## config.mk

```make
export PLATFORM = sky130hd
export DESIGN_NAME = alu_cmd_sequencer
export DESIGN_NICKNAME = d
export VERILOG_FILES = /design/src/rtl/alu_cmd_sequencer.sv
export SDC_FILE = /design/constraint.sdc
export NUM_CORES = 1
export LEC_CHECK = 0
export CAP_MARGIN = 0
export CORE_MARGIN = 3
export CORE_UTILIZATION = 49
export CTS_BUF_LIST = sky130_fd_sc_hd__clkbuf_2
export CTS_CLUSTER_DIAMETER = 40
export DETAILED_ROUTE_END_ITERATION = 10
export PLACE_DENSITY = 0.93
export SYNTH_ARGS = -nofsm -noshare
export SYNTH_HDL_FRONTEND = slang
export SYNTH_SLANG_ARGS = --single-unit
```

## constraint.sdc

```tcl
create_clock -name clk -period 4.46 [get_ports clk]
set_clock_uncertainty 0.05 [all_clocks]
set_input_delay 0.669 -clock clk [delete_from_list [all_inputs] [get_ports clk]]
set_output_delay 0.669 -clock clk [all_outputs]
set_load 0.1 [all_outputs]
```

## src/rtl/alu_cmd_sequencer.sv

```systemverilog
// alu_cmd_sequencer
//
// Sits directly upstream of the registered ALU. Takes one operation at a time
// (two operands plus a 3-bit opcode), drives the ALU inputs, pulses the ALU
// enable for a single cycle, captures the registered result and flags, and
// offers the captured result downstream. Keeps a saturating count of results
// that have been handed off.
//
// Handshakes: a transfer happens on a rising clk edge where valid && ready are
// both high. The producer keeps valid and its payload steady until that edge;
// ready may change at any time and never depends combinationally on valid.
//
// Ports:
//   clk, arst           clock; asynchronous active-high reset
//   cmd_valid/ready     command handshake (cmd_a, cmd_b, cmd_select payload)
//   alu_a/b/select      operands and opcode driven to the ALU, held between ops
//   alu_enable          one-cycle strobe that makes the ALU register a result
//   alu_out, alu_carry_out, alu_greater/equal/less   ALU result and flags
//   res_valid/ready     result handshake
//   res_data, res_carry, res_div_by_zero, res_flags  captured result payload
//   op_count            number of completed result handshakes, saturating

module alu_cmd_sequencer #(
    parameter int WIDTH     = 4,
    parameter int CNT_WIDTH = 16
) (
    input  logic                   clk,
    input  logic                   arst,
    input  logic                   cmd_valid,
    output logic                   cmd_ready,
    input  logic [WIDTH-1:0]       cmd_a,
    input  logic [WIDTH-1:0]       cmd_b,
    input  logic [2:0]             cmd_select,
    output logic [WIDTH-1:0]       alu_a,
    output logic [WIDTH-1:0]       alu_b,
    output logic [2:0]             alu_select,
    output logic                   alu_enable,
    input  logic [2*WIDTH-1:0]     alu_out,
    input  logic                   alu_carry_out,
    input  logic                   alu_greater,
    input  logic                   alu_equal,
    input  logic                   alu_less,
    output logic                   res_valid,
    input  logic                   res_ready,
    output logic [2*WIDTH-1:0]     res_data,
    output logic                   res_carry,
    output logic                   res_div_by_zero,
    output logic [2:0]             res_flags,
    output logic [CNT_WIDTH-1:0]   op_count
);

    localparam logic [1:0] ST_IDLE    = 2'd0;
    localparam logic [1:0] ST_ISSUE   = 2'd1;
    localparam logic [1:0] ST_CAPTURE = 2'd2;
    localparam logic [1:0] ST_HOLD    = 2'd3;

    localparam logic [2:0]           OP_ADD  = 3'b000;
    localparam logic [2:0]           OP_DIV  = 3'b111;
    localparam logic [CNT_WIDTH-1:0] CNT_MAX = {CNT_WIDTH{1'b1}};
    localparam logic [CNT_WIDTH-1:0] CNT_ONE = {{(CNT_WIDTH-1){1'b0}}, 1'b1};

    logic [1:0] state;
    logic       div_by_zero;

    // Divide-by-zero is decided here from the held operands rather than
    // trusting whatever the ALU reports for that case.
    assign div_by_zero = (alu_select == OP_DIV) && (alu_b == '0);

    // Gated by arst so no command can be offered acceptance during reset.
    assign cmd_ready  = (state == ST_IDLE) && !arst;
    assign alu_enable = (state == ST_ISSUE);
    assign res_valid  = (state == ST_HOLD);

    always_ff @(posedge clk or posedge arst) begin
        if (arst) begin
            state           <= ST_IDLE;
            alu_a           <= '0;
            alu_b           <= '0;
            alu_select      <= '0;
            res_data        <= '0;
            res_carry       <= 1'b0;
            res_div_by_zero <= 1'b0;
            res_flags       <= '0;
            op_count        <= '0;
        end else begin
            case (state)
                ST_IDLE: begin
                    if (cmd_valid) begin
                        alu_a      <= cmd_a;
                        alu_b      <= cmd_b;
                        alu_select <= cmd_select;
                        state      <= ST_ISSUE;
                    end
                end
                ST_ISSUE: begin
                    // ALU registers its result on this edge.
                    state <= ST_CAPTURE;
                end
                ST_CAPTURE: begin
                    res_data        <= div_by_zero ? '0 : alu_out;
                    res_carry       <= (alu_select == OP_ADD) ? alu_carry_out : 1'b0;
                    res_div_by_zero <= div_by_zero;
                    res_flags       <= {alu_greater, alu_equal, alu_less};
                    state           <= ST_HOLD;
                end
                ST_HOLD: begin
                    if (res_ready) begin
                        if (op_count != CNT_MAX) begin
                            op_count <= op_count + CNT_ONE;
                        end
                        state <= ST_IDLE;
                    end
                end
                default: state <= ST_IDLE;
            endcase
        end
    end

endmodule

```

==> results of run 1 <==
layout make-up:
type                            instances  area, sq um
Tap cell                               46         57.6
Clock inverter                          3         21.3
Clock buffer                            5         25.0
Sequential cell                        42         1050
Inverter                               14         52.6
Timing Repair Buffer                   70          698
Multi-Input combinational cell        104          769
Fill cell                             249          846
cells by family after synthesis:
logic type | count (synthesis)
AO/OA/AOI/OAI | 12
XOR/XNOR | 12
adder cells (fa/ha/maj) | 6
buffers and inverters | 19
flip-flops | 42
multiplexers | 19
AND/OR/NAND/NOR | 55
layout by cell type (no fill, tap or decap), drive strengths merged, types with 2 or more instances in the layout:
cell / instances
nor2: 10
nor4: 2
xor2: 12
mux2: 18
dfrtp: 42
inv: 14
and4: 2
o21ai: 8
nor3: 9
ha: 6
nand2: 17
a21oi: 2
clkbuf: 5
nand3: 5
or3: 2
nor3b: 2
clkinv: 2
clkdlybuf4s50: 69
nand4: 3
nor4b: 2
state kept, by name, indices dropped and copies added (netlist names):
name             cells
res_data             8
state                2
alu_select           3
op_count            16
alu_a                4
res_carry            1
alu_b                4
res_flags            3
res_div_by_zero      1
per-layer routing:
metal  wire, um  up-vias  track usage (%)
li1           -      697                -
met1       1740      694             24.8
met2       2140       47             35.5
met3        268        7             4.27
met4         55        0             6.70
met5          0        -                0
worst max-delay path: stages, from the launching register on:
cell and delay, ns:
dfrtp_1 0.44, inv_1 0.12, ha_1 0.17, inv_1 0.06
nor2_1 0.10, clkdlybuf4s50_1 1.13
metrics by stage:
step / utilization, % / worst slack (ns) / std cells / instance area [sq um] / hold WS [ns]
2_1_floorplan: - / 1.78 / 165 / 1890 / 0.483
3_3_place_gp: 74.7 / 1.44 / 276 / 2630 / 0.430
3_5_place_dp: 74.7 / 1.44 / 276 / 2630 / 0.442
4_1_cts: 76.0 / 1.28 / 284 / 2680 / 0.479
5_1_grt: 76.0 / 1.17 / 284 / 2680 / 0.509
6_report: 76.0 / 1.32 / 284 / 2680 / 0.475
worst max-delay path by stage:
| stage | startpoint | to | cells past startpoint |
|---|---|---|---|
| finish | state[0]$_DFFE_PP0P_ | cmd_ready | 5 |
| global route | state[0]$_DFFE_PP0P_ | cmd_ready | 5 |
| CTS | state[0]$_DFFE_PP0P_ | cmd_ready | 5 |
| detailed placement | arst | cmd_ready | 3 |
| global placement | arst | cmd_ready | 3 |
| floorplan | state[0]$_DFFE_PP0P_ | cmd_ready | 4 |
==> results.json, run 1 <==
{
  "whs_path_depth": 2,
  "die_h_um": 68.2,
  "synth_ff_type": "dfrtp_1",
  "synth_top_family_by_area": "simple AND/OR/NAND/NOR gates",
  "layout-drive-gt1-share_pct": 12.6,
  "synthTopCellsByCount": "dfrtp_1 (42), mux2_2 (17), nand2_1 (17)",
  "synth-xor-area-share_pct": 5.55,
  "holdPathEnd": "res_div_by_zero$_DFFE_PP0P_",
  "post-route-period-util_pct": 70.4,
  "htree_levels": 2,
  "worstMarginPinSlew_ns": 0.990,
  "worstPathArrival_ns": 2.42,
  "synth_seq_cells": 42,
  "rr_worst_depth": 5,
  "post-route-min-period_ns": 3.14,
  "grt_pass1_wl_um": 6960,
  "min_from": "res_div_by_zero$_DFFE_PP0P_",
  "synth_edf_count": 0,
  "synth_top_area_share_pct": 55.5,
  "rr_endpoint": "op_count[12]$_DFFE_PP0P_",
  "maxSlewHeadroom_pct": 33.8,
  "clkTransAtPathRegs_ns": 0.19,
  "setup_violations": 0,
  "initial_core_util_pct": 53.8,
  "dr_total_vias": 1445,
  "ys_seq_area_share_pct": 55.5,
  "wirelength_um": 4200,
  "rsz0062_at_grt": "false",
  "dieArea_sq_um": 4650,
  "design.core.area_sq_um": 3520,
  "io_pins": 70,
  "gp_congestion": 0.856,
  "numPortBuffers": 69,
  "ys_top_cells_by_area": "dfrtp_1 (56%), mux2_2 (10%), xor2_1 (5.6%)",
  "crit_fanout": 4,
  "required_ns": 3.74,
  "fin_tns_setup_ns": 0,
  "endpoint_kind": "output port",
  "postCtsResizedCells": 0,
  "fp-row-count": 21,
  "post_cts_buffers": 0,
  "hpwl_um": 3250,
  "grt_max_degree": 23,
  "synth.most_common_cell": "dfrtp_1",
  "cts_made_buffers": 5,
  "yosys.area_share.adder_pct": 3.97,
  "syn_area_sq_um": 1890,
  "routedWlPerCell_um": 14.8,
  "ys_warn_count": 0,
  "track_usage_pct": 20.3,
  "slew_viol_final": 0,
  "max_clock_freq_mhz": 318,
  "clk-insertion-delay-late_ns": 0.41,
  "ant_nets": 0,
  "area_delta_synth_final_pct": 41.3,
  "reg2reg_slack_ns": 2.51,
  "clock_sinks": 42,
  "async_flop_share_pct": 100,
  "yosysTopAreaCell": "dfrtp_1",
  "detail_route.drc_violations": 0,
  "r2r-start": "state[1]$_DFFE_PP0P_",
  "drt_iter0_drc": 94,
  "status": "complete, no violations",
  "synthDistinctLibCells": 27,
  "cts-root-buf": "clkbuf_2",
  "finalHoldViolations": 0,
  "critPathLaunchType": "flop",
  "nets": 270,
  "min_path_type": "reg -> reg",
  "grt_overflow_total": 0,
  "path_class": "reg -> out",
  "antenna_found_initial": 0,
  "grt_pass1_vias": 1463,
  "synthCells": 165,
  "syn_nets": 198,
  "synth_compound_area_share_pct": 3.44,
  "maxCapViolCount": 0,
  "hold_buffers": 0,
  "dr.pass1.iters": 4,
  "diodes": 0,
  "tritoncts": "built",
  "fp.dieW_um": 68.2,
  "clock_path_buffers": 2,
  "synth-simple-area-share_pct": 16.3,
  "synth_mux_area_share_pct": 11.4,
  "syn_avg_cell_area_sq_um": 11.5,
  "vias_per_cell": 5.09
}
Power of run 1 is not shown: default switching activity piles up to over one toggle a cycle in this logic, so the estimate is an artifact.
==> run 2, diff against run 1 <==
--- a/config.mk
+++ b/config.mk
@@ -7,11 +7,11 @@
 export LEC_CHECK = 0
 export CAP_MARGIN = 0
 export CORE_MARGIN = 3
-export CORE_UTILIZATION = 49
+export CORE_UTILIZATION = 41
 export CTS_BUF_LIST = sky130_fd_sc_hd__clkbuf_2
 export CTS_CLUSTER_DIAMETER = 40
 export DETAILED_ROUTE_END_ITERATION = 10
-export PLACE_DENSITY = 0.93
+export PLACE_DENSITY = 0.84
 export SYNTH_ARGS = -nofsm -noshare
 export SYNTH_HDL_FRONTEND = slang
 export SYNTH_SLANG_ARGS = --single-unit
==> constraint.sdc (replaced) <==
create_clock -name clk -period 2.7 [get_ports clk]
set_clock_uncertainty 0.05 [all_clocks]
set_input_delay 0.405 -clock clk [delete_from_list [all_inputs] [get_ports clk]]
set_output_delay 0.405 -clock clk [all_outputs]
set_load 0.1 [all_outputs]
==> run 2 against run 1 <==
Sequential share of layout area is 1.1 points higher. First-iteration DRC count is 49% lower. Worst hold slack worse by 0.061 ns. Routed wire length is 5.5% lower. Cell count is 2.5% higher. Flip-flop and latch count stayed put. Count of clock-buffer cells in the layout stayed put. Register-to-register slack worse by 1.7 ns. Cell area is 2.8% lower. Non-clock buffer count is 1 higher. Critical path depth stayed put. Core utilization is 17 points lower. Critical endpoint unchanged. Largest cell class unchanged.
==> results.json, run 2 (same netlist as run 1, synthesis figures left out) <==
{
  "status": "complete, no violations",
  "rr_worst_depth": 5,
  "diodes": 0,
  "grt_pass1_wl_um": 6350,
  "postCtsResizedCells": 0,
  "crit_family": "buffers and inverters",
  "ant_nets": 0,
  "clock_sinks": 42,
  "largest-register": "op_count",
  "antenna_found_initial": 0,
  "slew_viol_final": 0,
  "die_h_um": 74.0,
  "grt_overflow_total": 0,
  "worstMarginPinSlew_ns": 0.520,
  "setup_violations": 0,
  "final_util_pct": 58.9,
  "required_ns": 2.25,
  "final_cell_mix": "buf_4 (45), dfrtp_1 (42), clkdlybuf4s50_1 (26)",
  "slowest_delay_ns": 0.46,
  "critPathLaunchType": "flop",
  "io_pins": 70,
  "min_path_type": "in -> async",
  "clock_path_buffers": 2,
  "hold_buffers": 0,
  "clkTransAtPathRegs_ns": 0.22,
  "maxCapViolCount": 0,
  "grt-busiest-layer": "met2",
  "crit_fanout": 4,
  "fp.dieW_um": 74.0,
  "post-route-min-period_ns": 2.06,
  "grt_max_degree": 43,
  "gp_congestion": 0.821,
  "htree_levels": 2,
  "maxSlewHeadroom_pct": 65.1,
  "detail_route.drc_violations": 0,
  "initial_core_util_pct": 42.9,
  "fp-row-count": 24,
  "tritoncts": "built",
  "cp_cell_sequence": "inv_1 -> ha_1 -> inv_1 -> nor2_1 -> buf_4",
  "track_usage_pct": 15.2,
  "largest_reg_flops": 16,
  "design.core.area_sq_um": 4410,
  "layout_commonest_cell": "buf_4",
  "nets": 271,
  "layout-drive-gt1-share_pct": 31.0,
  "largestRegisters": "op_count (16), res_data (8)",
  "gr-usage-met2_pct": 24.7,
  "cp.depth": 5,
  "vias_per_cell": 5.00,
  "dr_total_vias": 1454,
  "cts_made_buffers": 5,
  "drt_iter0_drc": 48,
  "post_cts_buffers": 0,
  "fin_tns_setup_ns": 0,
  "path_class": "reg -> out",
  "wirelength_um": 3970,
  "cts-root-buf": "clkbuf_2",
  "cp_num_buf_inv": 3,
  "routedWlPerCell_um": 13.6,
  "numPortBuffers": 69,
  "rsz0062_at_grt": "false",
  "fillers": 397,
  "dieArea_sq_um": 5470,
  "globalRouteMet1Util_pct": 19.9,
  "hpwl_um": 3020,
  "grt_pass1_vias": 1387,
  "worstPathArrival_ns": 1.61,
  "endpoint_kind": "output port",
  "area_delta_synth_final_pct": 37.4,
  "clk-insertion-delay-late_ns": 0.39,
  "dr.pass1.iters": 4,
  "max_clock_freq_mhz": 485,
  "grtUsageMet3_pct": 4.19,
  "post-route-period-util_pct": 76.4,
  "crit_slowest_cell": "dfrtp_1",
  "crit_top_cell": "inv_1",
  "finalHoldViolations": 0
}
==> run 2: path summary, 6_finish.rpt <==
kind                                     startpoint                        to  slack (ns)
setup / recovery               state[1]$_DFFE_PP0P_                 cmd_ready        0.64
hold / removal                                 arst  op_count[10]$_DFFE_PP0P_        0.41
setup reg to reg               state[1]$_DFFE_PP0P_  op_count[12]$_DFFE_PP0P_        0.77
hold reg to reg            res_flags[2]$_DFFE_PP0P_  res_flags[2]$_DFFE_PP0P_        0.48
max in group asynchronous                      arst      alu_a[1]$_DFFE_PP0P_        1.83
min in group clk           res_flags[2]$_DFFE_PP0P_  res_flags[2]$_DFFE_PP0P_        0.48
==> run 2: tightest hold or removal path, stage by stage <==
cell and delay (ns):
clkdlybuf4s50_1 0.42, inv_1 0.07, buf_4 0.44
==> run 2: metal layers <==
layer	vias up	wire length, um	part of all wire [%]
li1	708	-	-
met1	697	1750	44
met2	44	1900	48
met3	5	279	7.0
met4	0	36	0.91
met5	-	0	0
==> run 2: stage by stage <==
step	hold slack, ns	area, sq um	instances	setup slack (ns)
after floorplan	0.472	1890	165	0.0323
after global placement	0.427	2540	283	0.503
after detailed placement	0.447	2540	283	0.480
after CTS	0.395	2600	291	0.607
after global routing	0.393	2600	291	0.507
final	0.414	2600	291	0.638
==> run 2: final cells by class <==
type	instances	area (sq um)	share of cell area [%]
multi-input cells	104	769	29.6
well taps	52	65.1	2.50
clock buffers	5	25.0	0.962
inverters	14	52.6	2.02
clock inverters	3	40.0	1.54
flip-flops and latches	42	1050	40.4
repair buffers	71	598	23.0
Power of run 2 is left out for the same reason.
==> run 3, diff against run 2 <==
--- a/config.mk
+++ b/config.mk
@@ -7,11 +7,11 @@
 export LEC_CHECK = 0
 export CAP_MARGIN = 0
 export CORE_MARGIN = 3
-export CORE_UTILIZATION = 41
+export CORE_UTILIZATION = 46
 export CTS_BUF_LIST = sky130_fd_sc_hd__clkbuf_2
 export CTS_CLUSTER_DIAMETER = 40
 export DETAILED_ROUTE_END_ITERATION = 10
-export PLACE_DENSITY = 0.84
+export PLACE_DENSITY = 0.89
 export SYNTH_ARGS = -nofsm -noshare
 export SYNTH_HDL_FRONTEND = slang
 export SYNTH_SLANG_ARGS = --single-unit
==> constraint.sdc (replaced) <==
create_clock -name clk -period 2.1 [get_ports clk]
set_clock_uncertainty 0.05 [all_clocks]
set_input_delay 0.315 -clock clk [delete_from_list [all_inputs] [get_ports clk]]
set_output_delay 0.315 -clock clk [all_outputs]
set_load 0.1 [all_outputs]
==> run 3 against run 2 <==
Sequential share of layout area barely moved. First-iteration DRC count rose by 69%. Die area fell by 10%. Non-clock buffer count rose by 2. Critical path depth did not move. Cell area rose by 2.3%. Flip-flop and latch count did not move. Setup slack got worse by 0.52 ns. Critical endpoint unchanged. Count of clock-buffer cells in the layout rose by 1. Cell count fell by 0.69%. Global-route usage rose by 2.7 points. Via count rose by 0.69%.
==> results.json, run 3 (same netlist as run 1, synthesis figures left out) <==
{
  "crit_top_cell": "inv_1",
  "clk-insertion-delay-late_ns": 0.39,
  "layout_commonest_cell": "buf_4",
  "numPortBuffers": 69,
  "fp.dieW_um": 70.2,
  "max_clock_freq_mhz": 505,
  "fin_cells": 289,
  "r2r-start": "state[0]$_DFFE_PP0P_",
  "critPathLaunchType": "flop",
  "setup_violations": 0,
  "seq_area_sq_um": 1070,
  "wirelength_um": 4130,
  "nets": 273,
  "clock_sinks": 42,
  "largestRegisters": "op_count (16), res_data (8)",
  "detail_route.drc_violations": 0,
  "drt_iter0_drc": 81,
  "cp_cell_sequence": "inv_1 -> ha_1 -> inv_1 -> nor2_2 -> buf_12",
  "ant_nets": 0,
  "gp_congestion": 0.775,
  "crit_slowest_cell": "dfrtp_1",
  "tritoncts": "built",
  "fp-row-count": 22,
  "io_pins": 70,
  "clock_path_buffers": 2,
  "grt_pass1_vias": 1489,
  "path_class": "reg -> out",
  "dp.cells": 281,
  "design.core.area_sq_um": 3800,
  "required_ns": 1.74,
  "maxSlewHeadroom_pct": 64.6,
  "initial_core_util_pct": 49.8,
  "grt_pass1_wl_um": 7020,
  "largest_reg_flops": 16,
  "largest-register": "op_count",
  "dr.pass1.iters": 4,
  "post_cts_buffers": 0,
  "cts-root-buf": "clkbuf_2",
  "htree_levels": 2,
  "grt_max_degree": 32,
  "layout-drive-gt1-share_pct": 39.8,
  "rsz0062_at_grt": "false",
  "grt_overflow_total": 0,
  "post-route-min-period_ns": 1.98,
  "cts_made_buffers": 5,
  "slew_viol_final": 0,
  "area_delta_synth_final_pct": 40.6,
  "maxCapViolCount": 0,
  "final_cell_mix": "buf_4 (44), clkdlybuf4s50_1 (26), dfrtp_1 (23)",
  "clkTransAtPathRegs_ns": 0.22,
  "post-route-period-util_pct": 94.3,
  "fillers": 297,
  "worstMarginPinSlew_ns": 0.527,
  "endpoint_kind": "output port",
  "track_usage_pct": 17.8,
  "hpwl_um": 3240,
  "multi_input_area_sq_um": 785,
  "finalHoldViolations": 0,
  "status": "complete, no violations",
  "antenna_found_initial": 0,
  "slowest_delay_ns": 0.48,
  "cp-startpoint": "state[0]$_DFFE_PP0P_",
  "fin_hold_ws_ns": 0.233,
  "worstPathArrival_ns": 1.61,
  "dr_total_vias": 1464,
  "vias_per_cell": 5.07,
  "hold_buffers": 0,
  "min_path_type": "in -> async",
  "diodes": 0,
  "die_h_um": 70.2,
  "dieArea_sq_um": 4920,
  "postCtsResizedCells": 0,
  "crit_fanout": 4,
  "routedWlPerCell_um": 14.3
}
-- run 3: worst max-delay path, delay by kind of cell, from the launching register on --
family / cells / cell delay [ns]
simple gates: 1 / 0.15
fa+ha+maj: 1 / 0.19
flops: 1 / 0.48
buf+inv: 3 / 0.41
-- run 3: worst paths after layout --
kind                       cells past startpoint                        to  slack [ns]
setup / recovery                               5                 cmd_ready        0.12
hold / removal                                 2   op_count[3]$_DFFE_PP0P_        0.23
setup reg to reg                               5  op_count[11]$_DFFE_PP0P_        0.27
hold reg to reg                                1  op_count[11]$_DFFE_PP0P_        0.46
max in group asynchronous                      3      alu_b[2]$_DFFE_PP0P_        1.20
min in group clk                               3   res_data[4]$_DFFE_PP0P_        0.39
-- run 3: final cells by class --
class | count | area share (%)
tap | 48 | 2.26
inverter | 14 | 1.97
timing repair buffer | 73 | 24.4
clock buffer | 6 | 1.13
sequential | 42 | 40.4
multi-input combinational | 104 | 29.5
clock inverter | 2 | 0.329
-- run 3: routing by layer --
layer	track usage [%]	wire, um	vias to the layer above
li1	-	-	708
met3	4.17	241	5
met1	22.3	1720	710
met2	30.5	2110	41
met4	5.53	53	0
met5	0	0	-
-- run 3: per-stage QoR --
step	setup TNS, ns	cell area [sq um]	worst slack [ns]	util (%)
5_1_grt	0	2660	0.0328	70.1
4_1_cts	0	2660	0.117	70.1
2_1_floorplan	-0.0256	1930	-0.0256	-
3_5_place_dp	0	2620	0.0902	69.0
3_3_place_gp	0	2620	0.165	69.0
6_report	0	2660	0.120	70.1
Power of run 3 is left out for the same reason.
